===== src/rtl/cpu_pkg.sv =====
// Shared CPU package: icache geometry default, icache FSM state encoding and
// the memory controller busy-state bit positions.
package cpu_pkg;

  localparam int ICACHE_INDEX_BITS = 6;

  // Bit positions inside the controller's 2-bit busy state.
  localparam int MC_BUSY_IF  = 1;
  localparam int MC_BUSY_MEM = 0;

  typedef enum logic [1:0] {
    IC_IDLE = 2'd0,
    IC_REQ  = 2'd1,
    IC_FILL = 2'd2
  } ic_state_e;

endpackage


===== src/rtl/icache_if.sv =====
// Bundle of the icache's fetch-side and memory-controller-side signals.
// slave = the icache itself; master = the fetch stage plus controller around it.
interface icache_if;
  logic        rdy_in;
  logic        clear_in;
  logic        if_req_in;
  logic [31:0] if_pc_in;
  logic        icache_valid_out;
  logic [31:0] icache_instr_out;
  logic        mc_read_out;
  logic [31:0] mc_addr_out;
  logic [1:0]  mc_busy_state_in;
  logic        mc_done_in;
  logic [31:0] mc_instr_in;

  modport slave (
    input  rdy_in, clear_in, if_req_in, if_pc_in,
    input  mc_busy_state_in, mc_done_in, mc_instr_in,
    output icache_valid_out, icache_instr_out, mc_read_out, mc_addr_out
  );

  modport master (
    output rdy_in, clear_in, if_req_in, if_pc_in,
    output mc_busy_state_in, mc_done_in, mc_instr_in,
    input  icache_valid_out, icache_instr_out, mc_read_out, mc_addr_out
  );
endinterface


===== src/rtl/icache_array.sv =====
// Storage for the direct-mapped icache: a valid vector cleared by reset plus
// tag and data RAMs. Combinational read by index, one synchronous write port.
module icache_array
  import cpu_pkg::*;
#(
  parameter int INDEX_BITS = ICACHE_INDEX_BITS
) (
  input  logic                    clk_in,
  input  logic                    rst_in,
  input  logic [INDEX_BITS-1:0]   rd_idx,
  output logic                    rd_valid,
  output logic [29-INDEX_BITS:0]  rd_tag,
  output logic [31:0]             rd_data,
  input  logic                    wr_en,
  input  logic [INDEX_BITS-1:0]   wr_idx,
  input  logic [29-INDEX_BITS:0]  wr_tag,
  input  logic [31:0]             wr_data
);
  localparam int LINES = 1 << INDEX_BITS;

  logic [LINES-1:0]        valid_q;
  logic [29-INDEX_BITS:0]  tag_mem  [LINES];
  logic [31:0]             data_mem [LINES];

  // Valid bits: cleared by reset, set when a line is filled.
  always_ff @(posedge clk_in or posedge rst_in) begin
    // NOTE: sequential state is assigned with <= so every register samples pre-edge values.
    if (rst_in) valid_q <= '0;
    else if (wr_en) valid_q[wr_idx] <= 1'b1;
  end

  // Tag/data RAM write port.
  always_ff @(posedge clk_in) begin
    // NOTE: the RAMs are deliberately not reset; the valid bits alone make stale contents harmless.
    if (wr_en) begin
      tag_mem[wr_idx]  <= wr_tag;
      data_mem[wr_idx] <= wr_data;
    end
  end

  assign rd_valid = valid_q[rd_idx];
  assign rd_tag   = tag_mem[rd_idx];
  assign rd_data  = data_mem[rd_idx];
endmodule


===== src/rtl/icache.sv =====
// Direct-mapped, one-word-per-line instruction cache between fetch and the
// memory controller IF port. Hits answer one cycle after the request; misses
// issue a single fetch, fill the line, then answer. A flush during a miss lets
// the fill complete but suppresses the response.
// Optional: define ICACHE_PERF_EN to add hit/miss counter ports.
module icache
  import cpu_pkg::*;
#(
  parameter int INDEX_BITS = ICACHE_INDEX_BITS
) (
  input  logic        clk_in,
  input  logic        rst_in,
  icache_if.slave     bus
`ifdef ICACHE_PERF_EN
  ,
  output logic [31:0] icache_hit_cnt_out,
  output logic [31:0] icache_miss_cnt_out
`endif
);
  ic_state_e   state_q, state_d;
  logic        drop_q, drop_d;
  logic        valid_q, valid_d;
  logic [31:0] instr_q, instr_d;
  logic        read_q, read_d;
  logic [31:0] addr_q, addr_d;     // doubles as the latched miss pc
  logic        fill_en, lookup_hit, lookup_miss;

  logic                   rd_valid;
  logic [29-INDEX_BITS:0] rd_tag;
  logic [31:0]            rd_data;

  icache_array #(.INDEX_BITS(INDEX_BITS)) u_array (
    .clk_in  (clk_in),
    .rst_in  (rst_in),
    .rd_idx  (bus.if_pc_in[INDEX_BITS+1:2]),
    .rd_valid(rd_valid),
    .rd_tag  (rd_tag),
    .rd_data (rd_data),
    .wr_en   (fill_en && bus.rdy_in),
    .wr_idx  (addr_q[INDEX_BITS+1:2]),
    .wr_tag  (addr_q[31:INDEX_BITS+2]),
    .wr_data (bus.mc_instr_in)
  );

  // Next-state and next-output logic for the IDLE/REQ/FILL controller.
  always_comb begin
    // NOTE: every variable gets a default first so no path can infer a latch.
    state_d     = state_q;
    drop_d      = drop_q;
    valid_d     = 1'b0;
    instr_d     = instr_q;
    read_d      = read_q;
    addr_d      = addr_q;
    fill_en     = 1'b0;
    lookup_hit  = 1'b0;
    lookup_miss = 1'b0;
    case (state_q)
      IC_IDLE: begin
        // The valid_q check leaves a one-cycle gap after each response.
        if (bus.if_req_in && !valid_q && !bus.clear_in) begin
          if (rd_valid && rd_tag == bus.if_pc_in[31:INDEX_BITS+2]) begin
            lookup_hit = 1'b1;
            valid_d    = 1'b1;
            instr_d    = rd_data;
          end else begin
            lookup_miss = 1'b1;
            addr_d      = bus.if_pc_in;
            read_d      = 1'b1;
            state_d     = IC_REQ;
          end
        end
      end
      IC_REQ: begin
        // mc_done_in is ignored here: it may still be high from an older fill.
        if (bus.clear_in) drop_d = 1'b1;
        if (bus.mc_busy_state_in[MC_BUSY_IF]) state_d = IC_FILL;
      end
      IC_FILL: begin
        if (bus.mc_done_in) begin
          fill_en = 1'b1;
          read_d  = 1'b0;
          drop_d  = 1'b0;
          state_d = IC_IDLE;
          if (!drop_q && !bus.clear_in) begin
            valid_d = 1'b1;
            instr_d = bus.mc_instr_in;
          end
        end else if (bus.clear_in) begin
          drop_d = 1'b1;
        end
      end
      default: state_d = IC_IDLE;
    endcase
  end

  // State and response registers, frozen while rdy_in is low.
  always_ff @(posedge clk_in or posedge rst_in) begin
    if (rst_in) begin
      state_q <= IC_IDLE;
      drop_q  <= 1'b0;
      valid_q <= 1'b0;
      instr_q <= '0;
      read_q  <= 1'b0;
      addr_q  <= '0;
    end else if (bus.rdy_in) begin
      state_q <= state_d;
      drop_q  <= drop_d;
      valid_q <= valid_d;
      instr_q <= instr_d;
      read_q  <= read_d;
      addr_q  <= addr_d;
    end
  end

  assign bus.icache_valid_out = valid_q;
  assign bus.icache_instr_out = instr_q;
  assign bus.mc_read_out      = read_q;
  assign bus.mc_addr_out      = addr_q;

`ifdef ICACHE_PERF_EN
  logic [31:0] hit_cnt_q, miss_cnt_q;

  // Accepted-lookup counters; they wrap naturally at 2^32.
  always_ff @(posedge clk_in or posedge rst_in) begin
    if (rst_in) begin
      hit_cnt_q  <= '0;
      miss_cnt_q <= '0;
    end else if (bus.rdy_in) begin
      if (lookup_hit)  hit_cnt_q  <= hit_cnt_q + 32'd1;
      if (lookup_miss) miss_cnt_q <= miss_cnt_q + 32'd1;
    end
  end

  assign icache_hit_cnt_out  = hit_cnt_q;
  assign icache_miss_cnt_out = miss_cnt_q;
`endif
endmodule


===== src/flat_wrapper.sv =====
// flat-port wrapper written by rule: the top's interface ports become plain ports
module icache_flat import cpu_pkg::*;
#(
  parameter int INDEX_BITS = ICACHE_INDEX_BITS
)
  (clk_in, rst_in, bus_rdy_in, bus_clear_in, bus_if_req_in, bus_if_pc_in, bus_mc_busy_state_in, bus_mc_done_in, bus_mc_instr_in, bus_icache_valid_out, bus_icache_instr_out, bus_mc_read_out, bus_mc_addr_out);
  icache_if bus_i ();
  input  logic clk_in;
  input  logic rst_in;
  input wire logic [$bits(bus_i.rdy_in)-1:0] bus_rdy_in;
  input wire logic [$bits(bus_i.clear_in)-1:0] bus_clear_in;
  input wire logic [$bits(bus_i.if_req_in)-1:0] bus_if_req_in;
  input wire logic [$bits(bus_i.if_pc_in)-1:0] bus_if_pc_in;
  input wire logic [$bits(bus_i.mc_busy_state_in)-1:0] bus_mc_busy_state_in;
  input wire logic [$bits(bus_i.mc_done_in)-1:0] bus_mc_done_in;
  input wire logic [$bits(bus_i.mc_instr_in)-1:0] bus_mc_instr_in;
  output wire logic [$bits(bus_i.icache_valid_out)-1:0] bus_icache_valid_out;
  output wire logic [$bits(bus_i.icache_instr_out)-1:0] bus_icache_instr_out;
  output wire logic [$bits(bus_i.mc_read_out)-1:0] bus_mc_read_out;
  output wire logic [$bits(bus_i.mc_addr_out)-1:0] bus_mc_addr_out;
  assign bus_i.rdy_in = bus_rdy_in;
  assign bus_i.clear_in = bus_clear_in;
  assign bus_i.if_req_in = bus_if_req_in;
  assign bus_i.if_pc_in = bus_if_pc_in;
  assign bus_i.mc_busy_state_in = bus_mc_busy_state_in;
  assign bus_i.mc_done_in = bus_mc_done_in;
  assign bus_i.mc_instr_in = bus_mc_instr_in;
  assign bus_icache_valid_out = bus_i.icache_valid_out;
  assign bus_icache_instr_out = bus_i.icache_instr_out;
  assign bus_mc_read_out = bus_i.mc_read_out;
  assign bus_mc_addr_out = bus_i.mc_addr_out;
  icache #(.INDEX_BITS(INDEX_BITS)) u_core (.clk_in(clk_in), .rst_in(rst_in), .bus(bus_i));
endmodule

===== config.mk =====
export PLATFORM = sky130hd
export DESIGN_NAME = icache_flat
export DESIGN_NICKNAME = d
export VERILOG_FILES = /design/src/rtl/cpu_pkg.sv /design/src/rtl/icache_if.sv /design/src/rtl/icache_array.sv /design/src/rtl/icache.sv /design/src/flat_wrapper.sv
export SDC_FILE = /design/constraint.sdc
export NUM_CORES = 2
export LEC_CHECK = 0
export CAP_MARGIN = 10
export CORE_ASPECT_RATIO = 2
export CORE_MARGIN = 2
export CORE_UTILIZATION = 42
export CTS_BUF_LIST = sky130_fd_sc_hd__clkbuf_2
export DETAILED_ROUTE_END_ITERATION = 16
export GPL_TIMING_DRIVEN = 0
export MAX_ROUTING_LAYER = met4
export RECOVER_POWER = 50
export SLEW_MARGIN = 25
export SYNTH_ARGS = -nofsm -noshare
export SYNTH_HDL_FRONTEND = slang
export SYNTH_SLANG_ARGS = --single-unit

===== constraint.sdc =====
create_clock -name clk_in -period 10.5 [get_ports clk_in]
set_clock_uncertainty 0.05 [all_clocks]
set_input_delay 2.1 -clock clk_in [delete_from_list [all_inputs] [get_ports clk_in]]
set_output_delay 2.1 -clock clk_in [all_outputs]
set_load 0.01 [all_outputs]

-- Word-level counts from Yosys, hierarchy flattened
Memories as Yosys holds them, arrays and structs flattened.
Cells that the tools add are included.
- memories: 2
- output and inout bits: 66
- ROM bits: 0
- bits in registers: 133
- bits in latches: 0
- RAM bits: 3584
- memory list (name ; words ; bits a word ; read ports ; clocked after memory_dff ; wr ports ; RTL line ; RTL):
    u_core.u_array.data_mem ; 64 ; 32 ; 1 ; 0 ; 1 ; icache_array.sv:23 ; logic [31:0] data_mem [LINES];
    u_core.u_array.tag_mem ; 64 ; 24 ; 1 ; 0 ; 1 ; icache_array.sv:22 ; logic [29-INDEX_BITS:0] tag_mem [LINES];
- bitwise operators: 2
- $mul: 0
- reductions and logical operators: 17
- order comparisons: 3
- shift operators: 0
- divide/modulo/power cells: 0
- muxes and demuxes: 30
- add/sub/neg operators: 0
- equal/unequal tests: 9
- operators by type and width (kind ; number):
    $mux 32 ; 4
    $or 64x64->64 ; 1
    $pmux 32 s2 ; 1
    $eq 24x24->1 ; 1
    $mux 1 ; 15
    $lt 6x7->1 const B ; 2
    $reduce_and 5->1 ; 2
    $mux 2 ; 4
    $bmux 1 s6 ; 1
    $demux 1 s6 ; 1
    $ge 6x1->1 const B ; 1
    $logic_and 1x1->1 ; 6
    $ne 2x1->1 const B ; 3
    $ne 2x2->1 const B ; 3
    $pmux 1 s2 ; 3
    $pmux 2 s3 ; 1
    $reduce_and 6->1 ; 1
    $reduce_and 4->1 ; 1
    $reduce_bool 2->1 ; 2
    $logic_not 1->1 ; 3
    $eq 2x1->1 const B ; 1
    $eq 2x2->1 const B ; 1
    $logic_not 2->1 ; 1
    $reduce_and 2->1 ; 1
    $not 1->1 ; 1

-- Longest topological paths before layout
- depth in word-level cells: 6
- depth in mapped cells: 19

-- Hierarchy
A second synthesis with hierarchy kept.
- cell total of the unflattened synthesis: 6207
- area total of the unflattened synthesis: 141675.9 sq um
- modules (own cells, without submodules) (module ; sequential area each (sq um) ; times used ; area an instance (sq um) ; cells each):
    icache_array ; 109224.8 ; 1 ; 138308.9 ; 5961
    icache ; 1726.7 ; 1 ; 3367.0 ; 246

-- Worst setup path after synthesis
OpenSTA, ideal clock, no wires.
- path type: input-to-reg
- start point: input bus_if_pc_in[3]
- end point: register u_core.instr_q[21] (netlist: u_core.bus.icache_instr_out[21])
- setup slack: 4782 ps
- arrival time: 5530 ps
- required time: 10312 ps
- stages on the path: 16
- path through: buf_4 -> buf_6 -> buf_6 -> buf_4 -> buf_2 -> buf_2 -> buf_2 -> clkbuf_1 -> mux4_2 -> mux4_2 -> mux4_2 -> nand2_1 -> nand2_1 -> a22oi_1 -> o21a_1 -> o211ai_1
- word-level cells in the longest chain between the ends: 5
- ends and longest elaborated chain (element ; RTL line ; RTL):
    start: declaration ; flat_wrapper.sv:13 ; input wire logic [$bits(bus_i.if_pc_in)-1:0] bus_if_pc_in;
    $mem_v2 64x24 or $bmux 1 s6 (tied branches) ; n/a ;
    $eq 24x24->1 or $mux 1 (tied branches) ; icache.sv:61, icache_array.sv:41 ;
    $logic_and 1x1->1 ; icache.sv:61 ; if (rd_valid && rd_tag == bus.if_pc_in[31:INDEX_BITS+2]) begin
    $ne 2x1->1 (no source line) ; n/a ;
    $reduce_and 6->1 (no source line) ; n/a ;
    end signal: assignment ; icache.sv:109 ; instr_q <= instr_d;
    end: declaration ; icache.sv:23 ; logic [31:0] instr_q, instr_d;
Several ways; a longest one is shown, not always the timed one. The select of a mux whose other input is x is not followed.
A chain may end at the register's enable or synchronous reset.

-- Worst setup path after layout
- start point: input bus_if_pc_in[3]
- end point: register u_core.instr_q[3] (netlist: u_core.bus.icache_instr_out[3])
Same word-level chain as after synthesis.

==> run_results.csv <==
group,metric,value,unit
outcome,outcome,"complete, but fails checks",
outcome,violations,"max-capacitance violations, max-slew violations",
yosys,synthCells,6319,
clock_network,cts-root-buf,"clkbuf_2",
pwr,vdd_drop_max,0.105,mV
clock_network,clock_path_buffers,4,
die,start_util,42.2,%
sta,hold_viol_final,0,
critical_path,critical-path-top-delay-family,"buffers and inverters",
clock_network,ctsResizeCount,0,
sta,max_freq,120,MHz
sta,min_period,8.32,ns
yosys,synth_ff_type,"edfxtp_1",
global_routing,grt_pass1_wl,696,mm
clock_network,post-cts-setup-buffers,0,
detailed_routing,vias,79940,
detailed_routing,via_per_inst,6.29,
placement,place_congestion,0.904,
final_layout,drive_above_1_share,36.3,%
detailed_routing,firstDrtPassIters,14,
die,rows,303,
critical_path,cp_slowest_cell,"nor2_1",
sta,rsz0062_at_grt,"false",
clock_network,cts_tree,"built",
die,coreArea,340000,um2
clock_network,clkLatencyLatePin,2.11,ns
sta,fin_ws,2.18,ns
yosys,synth_cell_types,70,
pwr,p_leak,54.9,nW
detailed_routing,routedWlPerCell,41.7,um
clock_network,cts_max_level,6,
worst_hold_path,hold_depth,1,
critical_path,r2r-start,"u_core.u_array.tag_mem[49][10]",
clock_network,cts_buffers,773,
worst_hold_path,hold_path.startpoint,"u_core.u_array.valid_q[5]",
sta,worst_hold_slack,0.422,ns
clock_network,path_clk_slew,0.12,ns
worst_hold_path,holdPathEnd,"u_core.u_array.valid_q[5]",
placement,dpl.cell_count,11305,
critical_path,slowest_delay,1.00,ns
run,drv_cap,56,
final_layout,area_growth,16.6,%
pwr,powerDensity,181,nW/um2
clock_network,postCtsHoldBufs,0,
yosys,ys_seq_area_share,77.4,%
sta,slew_violations,2621,
worst_hold_path,hold_class,"flop to flop",
critical_path,r2r_end,"u_core.bus.icache_instr_out[3]",
sta,setup_violations,0,
critical_path,crit_chain,"buf_4 -> buf_6 -> buf_6 -> buf_4 -> buf_2 -> buf_2 -> mux4_2 -> nand2_1 -> nor2_1 -> o21ai_0 -> nand3_1 -> xnor2_2 -> o21ai_0 -> nor2_1 -> clkbuf_1 -> buf_1 -> nand4_1 -> o211ai_1",
yosys,synth_edf_count,3584,
yosys,synth-seq-cells,3717,
critical_path,start_kind,"primary input",
yosys,yosys_warnings,0,
yosys,synth.avg_cell_area,22.7,um2
sta,timing.final.crit_share,79.3,%
detailed_routing,routed_wl,529,mm
final_layout,utilization,49.2,%
detailed_routing,drc_errors,0,
critical_path,worstSetupPathType,"primary input to flop",
final_layout,nets,7736,
placement,numPortBuffers,134,
die,fp.dieW,417,um
placement,dp_hpwl,378,mm
detailed_routing,drt_iter0_drc,11154,
critical_path,critPathRequiredTime,12.32,ns
final_layout,stdcell_count,12707,
sta,relSlewSlack,-256,%
critical_path,critPathBufInv,8,
detailed_routing,antenna_left,0,
global_routing,grt_usage,31.2,%
critical_path,path_depth,18,
die,chipHeight,830,um
critical_path,cp-end-kind,"flop",
global_routing,antenna_found_initial,37,
die,ios,138,
critical_path,r2r_cells,12,
yosys,async_reset_ff_share,3.58,%
global_routing,grt_pass1_vias,81702,
yosys,syn_nets,6395,
critical_path,arrival,10.14,ns
critical_path,cp_max_fo,10,
yosys,synth_area,143000,um2
die,die_area,346000,um2
critical_path,r2r_slack,4.42,ns
global_routing,grt_max_degree,75,
clock_network,clock-sinks,3717,
sta,tightestPinTransition,5.34,ns
global_routing,grt-ovfl-total,0,
placement,preCtsSetupSlack,0.864,ns
power breakdown:
part           switching, W  internal [W]
sequential         0.000461        0.0174
clock               0.00559       0.00321
combinational       0.00241       0.00112
total               0.00846        0.0218
stage by stage:
| stage | power, W | TNS (ns) | cell area, um2 |
|---|---|---|---|
| final | 0.0302 | 0 | 167000 |
| after global routing | 0.0311 | 0 | 167000 |
| after CTS | 0.0304 | 0 | 168000 |
| after detailed placement | 0.0218 | 0 | 161000 |
| after global placement | 0.0214 | -6839.55 | 150000 |
| after floorplan | 0.0197 | 0 | 143000 |
placed cells by master, fill, tap and decap left out, types with 41 or more instances in the layout:
cell type	n
diode_2	48
nand3_1	65
o211ai_1	41
edfxtp_1	3584
a22oi_1	166
clkbuf_1	160
mux4_2	972
or2_2	65
clkdlybuf4s50_1	101
nor2_4	59
buf_16	242
clkinv_1	156
mux2i_1	237
nand4_1	46
mux2_2	48
dfrtp_1	133
buf_12	123
buf_2	156
clkbuf_2	1180
nand2_1	194
worst reg2reg max path: stages, from the launching register on:
cell       delay (ns)
edfxtp_1         0.38
mux2_2           0.26
a221oi_1         0.41
a2bb2oi_1        0.16
o21ai_0          0.64
nand3_1          0.34
xnor2_2          0.77
o21ai_0          0.69
nor2_1           1.00
clkbuf_1         0.48
buf_1            0.46
nand4_1          0.17
o211ai_1         0.14
flip-flops by register name, summed over array words and instances (netlist names):
name / count
u_core.u_array.tag_mem: 1536
u_core.bus.mc_read_out: 1
u_core.bus.icache_instr_out: 32
u_core.drop_q: 1
u_core.state_q: 2
u_core.u_array.valid_q: 64
u_core.bus.icache_valid_out: 1
u_core.bus.mc_addr_out: 32
u_core.u_array.data_mem: 2048
final cells by class:
class	instances	area (um2)
Timing Repair Buffer	566	10600
Sequential cell	3717	111000
Tap cell	4422	5530
Clock inverter	218	1240
Clock buffer	1134	5680
Multi-Input combinational cell	2247	31200
Buffer	343	1770
Antenna cell	48	120
Fill cell	27158	173000
Inverter	12	46.3
cells in the mapped netlist, types with 5 or more instances:
cell type,count,area [um2]
xor2_1,10,87.6
a31oi_1,9,56.3
mux2_2,48,541
a22o_1,18,158
o2111ai_1,5,43.8
nand4_1,46,288
edfxtp_1,3584,108000
nand2_1,195,732
a21oi_1,30,150
a221oi_1,7,61.3
inv_1,11,41.3
dfrtp_1,133,3330
and3_1,11,68.8
buf_2,122,611
buf_4,33,248
nor3_1,12,60.1
o211a_1,7,70.1
nand3b_1,5,37.5
nor4_1,14,87.6
nor2b_1,20,125
nand3_1,65,325
nor2_1,102,383
nand2b_1,5,31.3
o21ai_0,25,125
or2_2,65,407
o211ai_1,41,308
buf_1,53,199
o22ai_1,24,150
and2_1,9,56.3
buf_6,13,146
o21a_1,33,248
clkbuf_1,121,454
xnor2_1,9,78.8
a22oi_1,166,1250
mux4_2,972,21900
mux2i_1,237,2370
worst max-delay path by stage:
stage | startpoint | to | slack (ns)
6_report | bus_if_pc_in[3] | u_core.bus.icache_instr_out[3] | 2.18
3_3_place_gp | bus_rdy_in | u_core.u_array.valid_q[15] | -2.72
3_5_place_dp | bus_if_pc_in[2] | u_core.bus.icache_instr_out[3] | 0.86
4_1_cts | bus_if_pc_in[2] | u_core.bus.icache_instr_out[3] | 2.94
5_1_grt | rst_in | u_core.bus.icache_instr_out[14] | 1.82
2_1_floorplan | bus_if_pc_in[3] | u_core.bus.icache_instr_out[21] | 4.78
logic make-up (layout without fill, tap and decap cells):
family / count (synthesis) / in the layout / synth area share (%)
other: 0 / 48 / 0
AOI/OAI and AO/OA: 395 / 395 / 2.00
and+or+nand+nor: 572 / 572 / 1.96
adders and majority gates: 4 / 4 / 0.0349
DFF: 3717 / 3717 / 77.4
buffers and inverters: 355 / 2273 / 1.19
xor gates and xnor gates: 19 / 19 / 0.116
muxes: 1257 / 1257 / 17.3
layer usage:
metal	up-vias	GRT usage [%]	wire length, um
met5	-	-	0
met4	0	27.7	58900
met2	5955	52.8	272000
met1	41532	29.9	153000
met3	2306	6.61	46100
li1	30147	-	-
No activity file was read; power rests on OpenSTA's default activity.
